--- src/rtl/mem_arbiter.sv ---
// mem_arbiter: shares one RAM port between the icache and dcache of CPUS cores.
// Dcache beats icache within a core; cores are served round-robin.
module mem_arbiter #(
   parameter int unsigned CPUS = 2
) (
   input  logic                  CLK,
   input  logic                  nRST,
   input  logic [CPUS-1:0]       iREN,
   input  logic [CPUS-1:0][31:0] iaddr,
   output logic [CPUS-1:0]       iwait,
   output logic [CPUS-1:0][31:0] iload,
   input  logic [CPUS-1:0]       dREN,
   input  logic [CPUS-1:0]       dWEN,
   input  logic [CPUS-1:0][31:0] daddr,
   input  logic [CPUS-1:0][31:0] dstore,
   output logic [CPUS-1:0]       dwait,
   output logic [CPUS-1:0][31:0] dload,
   output logic                  ramREN,
   output logic                  ramWEN,
   output logic [31:0]           ramaddr,
   output logic [31:0]           ramstore,
   input  logic [31:0]           ramload,
   input  logic [1:0]            ramstate,
   output logic                  ramerr
);

   localparam int unsigned CW = (CPUS > 1) ? $clog2(CPUS) : 1;
   localparam logic [1:0]  RAM_ACCESS = 2'd2;
   localparam logic [1:0]  RAM_ERROR  = 2'd3;

   typedef enum logic {
      IDLE  = 1'b0,
      GRANT = 1'b1
   } state_t;

   state_t          r_state, w_state_nxt;
   logic [CW-1:0]   r_gcore, w_gcore_nxt;
   logic [CW-1:0]   r_last, w_last_nxt;
   logic            r_gsel, w_gsel_nxt;
   logic            r_ramerr, w_ramerr_nxt;

   logic [CPUS-1:0] w_dreq;
   logic [CW-1:0]   w_pick;
   logic            w_found;
   logic            w_greq;
   logic            w_done;

   // Core index reached k steps after base, wrapping at CPUS.
   function automatic logic [CW-1:0] f_core(input logic [CW-1:0] base, input int unsigned k);
      f_core = CW'((32'(base) + k) % CPUS);
   endfunction

   assign w_dreq = dREN | dWEN;

   // Round-robin search for the first core with anything pending, starting after last.
   always_comb begin
      w_found = 1'b0;
      w_pick  = '0;
      for (int unsigned k = 1; k <= CPUS; k++) begin
         if (!w_found && (w_dreq[f_core(r_last, k)] || iREN[f_core(r_last, k)])) begin
            w_found = 1'b1;
            w_pick  = f_core(r_last, k);
         end
      end
   end

   // Granted requester still asking, and whether RAM finishes it this cycle.
   always_comb begin
      w_greq = r_gsel ? w_dreq[r_gcore] : iREN[r_gcore];
      w_done = (r_state == GRANT) && w_greq &&
               ((ramstate == RAM_ACCESS) || (ramstate == RAM_ERROR));
   end

   // State and bookkeeping registers.
   always_ff @(posedge CLK or negedge nRST) begin
      if (!nRST) begin
         r_state  <= IDLE;
         r_gcore  <= '0;
         r_gsel   <= 1'b0;
         r_last   <= CW'(CPUS - 1);
         r_ramerr <= 1'b0;
      end else begin
         r_state  <= w_state_nxt;
         r_gcore  <= w_gcore_nxt;
         r_gsel   <= w_gsel_nxt;
         r_last   <= w_last_nxt;
         r_ramerr <= w_ramerr_nxt;
      end
   end

   // Next-state: pick a winner in IDLE, release the grant on completion or abort.
   always_comb begin
      w_state_nxt  = r_state;
      w_gcore_nxt  = r_gcore;
      w_gsel_nxt   = r_gsel;
      w_last_nxt   = r_last;
      w_ramerr_nxt = r_ramerr;
      case (r_state)
         IDLE: begin
            if (w_found) begin
               w_gcore_nxt = w_pick;
               w_gsel_nxt  = w_dreq[w_pick];
               w_state_nxt = GRANT;
            end
         end
         GRANT: begin
            if (!w_greq) begin
               // requester withdrew: give up the slot without advancing round-robin
               w_state_nxt = IDLE;
            end else if (ramstate == RAM_ACCESS) begin
               w_last_nxt  = r_gcore;
               w_state_nxt = IDLE;
            end else if (ramstate == RAM_ERROR) begin
               w_ramerr_nxt = 1'b1;
               w_last_nxt   = r_gcore;
               w_state_nxt  = IDLE;
            end
         end
         default: w_state_nxt = IDLE;
      endcase
   end

   // RAM side: strobes track the granted request combinationally, quiet outside GRANT.
   always_comb begin
      ramREN   = 1'b0;
      ramWEN   = 1'b0;
      ramaddr  = '0;
      ramstore = '0;
      if (r_state == GRANT) begin
         if (r_gsel) begin
            ramREN   = dREN[r_gcore] & ~dWEN[r_gcore];
            ramWEN   = dWEN[r_gcore];
            ramaddr  = daddr[r_gcore];
            ramstore = dstore[r_gcore];
         end else begin
            ramREN   = iREN[r_gcore];
            ramaddr  = iaddr[r_gcore];
         end
      end
   end

   // Cache side: stall every request except the one completing this cycle.
   always_comb begin
      for (int unsigned c = 0; c < CPUS; c++) begin
         iwait[c] = iREN[c]   & ~(w_done & ~r_gsel & (r_gcore == CW'(c)));
         dwait[c] = w_dreq[c] & ~(w_done &  r_gsel & (r_gcore == CW'(c)));
         iload[c] = ramload;
         dload[c] = ramload;
      end
   end

   assign ramerr = r_ramerr;

endmodule
--- config.mk ---
export PLATFORM = sky130hd
export DESIGN_NAME = mem_arbiter
export DESIGN_NICKNAME = d
export VERILOG_FILES = /design/src/rtl/mem_arbiter.sv
export SDC_FILE = /design/constraint.sdc
export NUM_CORES = 1
export LEC_CHECK = 0
export CAP_MARGIN = 20
export CORE_AREA = 2 2 170 172
export CTS_BUF_LIST = sky130_fd_sc_hd__clkbuf_8 sky130_fd_sc_hd__clkbuf_16
export DETAILED_ROUTE_END_ITERATION = 8
export DIE_AREA = 0 0 172 174
export HOLD_SLACK_MARGIN = 0.08
export SKIP_LAST_GASP = 1
export SYNTH_ARGS = -nofsm -noshare
export SYNTH_HDL_FRONTEND = slang
export SYNTH_SLANG_ARGS = --single-unit
--- constraint.sdc ---
create_clock -name CLK -period 4 [get_ports CLK]
set_input_delay 0.4 -clock CLK [delete_from_list [all_inputs] [get_ports CLK]]
set_output_delay 0.4 -clock CLK [all_outputs]
set_load 0.01 [all_outputs]
==> results_dict.tcl <==
set metrics [dict create \
    outcome "complete, no violations" \
    first_pass_iters 4 \
    stdcell_area_sq_um 5100 \
    ys_seq_area_frac 0.0442 \
    area_delta_synth_final_pct 78.3 \
    gp_congestion 0.694 \
    ys_types 36 \
    setup_viol 0 \
    die_w_um 172 \
    post-route-min-period_ns 2.91 \
    drive_gt1_frac 0.0985 \
    cts.htree.levels 1 \
    drc 0 \
    grt_pass1_vias 2984 \
    critical_path.max_fanout 28 \
    finalCritPeriodShare 0.728 \
    preCtsSetupSlack_ns 1.28 \
    die_area_sq_um 29900 \
    worstMarginPinSlew_ns 0.988 \
    hpwl_mm 10.6 \
    cellPowerDensity_nw_per_um2 500 \
    worstSkewPairLatency_ns 0.22 \
    crit_path_end_kind "output port" \
    grt_antenna_before_repair 0 \
    grt_overflow 0 \
    clk_pin_slew_ns 0.03 \
    register_area_sq_um 131 \
    syn_nets 558 \
    fin_nets 692 \
    async_flop_share 1.00 \
    routed_wl_mm 12.3 \
    ys.warnings.count 0 \
    multiInputGateArea_sq_um 1630 \
    hold_buffers 0 \
    detail-route-antenna-nets 0 \
    path_class "reg -> out" \
    grt_pass1_wl_mm 17.1 \
    rr_startpoint "r_gcore$_DFFE_PN0P_" \
    max_freq_mhz 343 \
    initialDrtViolationCount 83 \
    fin_setup_tns_ns 0 \
    r2r_cells 4 \
    start_kind "flop" \
    place_area_sq_um 5020 \
    postCtsSetupBuffers 0 \
    fin_skew_ns 0.000623 \
    vdd_drop_max_v 0.000208 \
    r2r-end "r_state$_DFF_PN0_" \
    worstPathRequired_ns 3.60 \
    ios 433 \
    p_leak_uw 0.00181 \
    maxCapViolations 0 \
    viasPerCell 3.26 \
    die_h_um 174 \
    num_antenna_cells 0 \
    cts_tree "yes" \
    slew_viol_final 0 \
    hold_path.class "in -> async" \
    synth_ff_type "dfrtp_1" \
    slew_headroom 0.341 \
    cts_buffers 3 \
    final.setup.worst_slack_ns 1.09 \
    clock-sinks 5 \
    arrival_ns 2.51 \
    syn_avg_cell_area_sq_um 8.83 \
    initial_core_util 0.101 \
    ys_ff_latch 5 \
    synth_area_sq_um 2860 \
    port_buffers 272 \
    clock-root-buffer "clkbuf_16" \
    routed-via-count 2742 \
    fp.coreArea_sq_um 28200 \
    wire_per_inst_um 14.6 \
    hold_violations 0 \
    cts_resized 0 \
    clockBufferDepth 2 \
    track_usage 0.0757 \
    r2r_slack_ns 2.02 \
    rows 62 \
    n_fill_cell 3157 \
    grt_max_degree 46 \
    synth-edff-count 0 \
    synthCells 324 \
    grt_setup_unrepaired "false" \
]
how the worst max path moves through the flow:
stage,startpoint,to,slack [ns],cells past startpoint
5_1_grt,r_gcore$_DFFE_PN0P_,ramREN,0.91,5
3_3_place_gp,r_gcore$_DFFE_PN0P_,ramREN,1.29,5
6_report,r_gcore$_DFFE_PN0P_,ramREN,1.09,5
3_5_place_dp,r_gcore$_DFFE_PN0P_,ramREN,1.28,5
2_1_floorplan,r_gcore$_DFFE_PN0P_,ramaddr[16],2.25,4
4_1_cts,r_gcore$_DFFE_PN0P_,ramREN,1.04,5
stage by stage:
step                       util  hold WS (ns)  std cells  power, uW
after global placement    0.178         0.484        837       2440
after floorplan               -         0.104        324       1480
after global routing      0.181         0.438        841       2760
final                     0.181         0.416        841       2550
after detailed placement  0.178         0.487        837       2440
after CTS                 0.181         0.421        841       2610
layout make-up:
cell class / instances / area share
Inverter: 3 / 0.00221
Multi-Input combinational cell: 168 / 0.319
Timing Repair Buffer: 277 / 0.543
Clock inverter: 1 / 0.000736
Clock buffer: 3 / 0.0147
Tap cell: 384 / 0.0942
Sequential cell: 5 / 0.0257
state kept, by name, indices dropped and copies added (netlist names):
signal and cells:
r_gsel 1, r_last 1, r_gcore 1, r_state 1, ramerr 1
cells in the mapped netlist, types with 2 or more instances:
cell      instances  area [sq um]
buf_4           133           998
nor2_1           40           150
mux2i_1          33           330
and2_1           32           200
mux4_2           32           721
clkbuf_1          6          22.5
buf_2             5          25.0
dfrtp_1           4           100
inv_1             3          11.3
nand2_1           3          11.3
nor3_1            3          15.0
a31oi_1           2          12.5
buf_6             2          22.5
clkbuf_8          2          27.5
o21ai_0           2          10.0
o22a_1            2          17.5
worst max-delay path, stage by stage (launching register included):
cell	delay, ns
dfrtp_4	0.76
buf_4	0.29
mux2_2	0.37
o21ai_0	0.25
a21oi_1	0.07
clkdlybuf4s50_1	0.54
cells by family after synthesis:
logic type             share of synthesized area
AOI/OAI and AO/OA                         0.0529
muxes                                      0.371
DFF                                       0.0442
buffers and inverters                      0.387
and+or+nand+nor                            0.145
placed cells by master, fill, tap and decap left out, drive strengths merged:
cell	netlist	routed
clkdlybuf4s50	0	272
nor2	40	40
mux2i	33	33
mux4	32	32
and2	32	32
buf	140	5
inv	3	4
dfrtp	4	4
nand2	3	3
nor3	3	3
clkbuf	8	3
o22a	2	2
o21ai	2	2
a31oi	2	2
nand3	1	1
o21a	1	1
a32oi	1	1
mux2	1	1
a21oi	1	1
o31a	1	1
nor4b	1	1
a311o	1	1
o21bai	1	1
or2	1	1
a211o	1	1
a41o	1	1
a22oi	1	1
or4	1	1
or4b	1	1
o221a	1	1
o2111a	1	1
a21o	1	1
o31ai	1	1
dfstp	1	1
report_power, final:
| part | internal [uW] | leakage [uW] | switching (uW) |
|---|---|---|---|
| combinational | 1330 | 0.00172 | 823 |
| sequential | 77.3 | 0.0000507 | 167 |
| clock | 129 | 0.0000423 | 28.8 |
| total | 1530 | 0.00181 | 1020 |
metal layers:
metal | routed length [um] | vias up | GRT usage
li1 | - | 1270 | -
met1 | 4190 | 1245 | 0.0749
met2 | 6090 | 206 | 0.141
met3 | 1740 | 21 | 0.0291
met4 | 282 | 0 | 0.0291
met5 | 0 | - | 0
(Power assumes the default switching activity.)
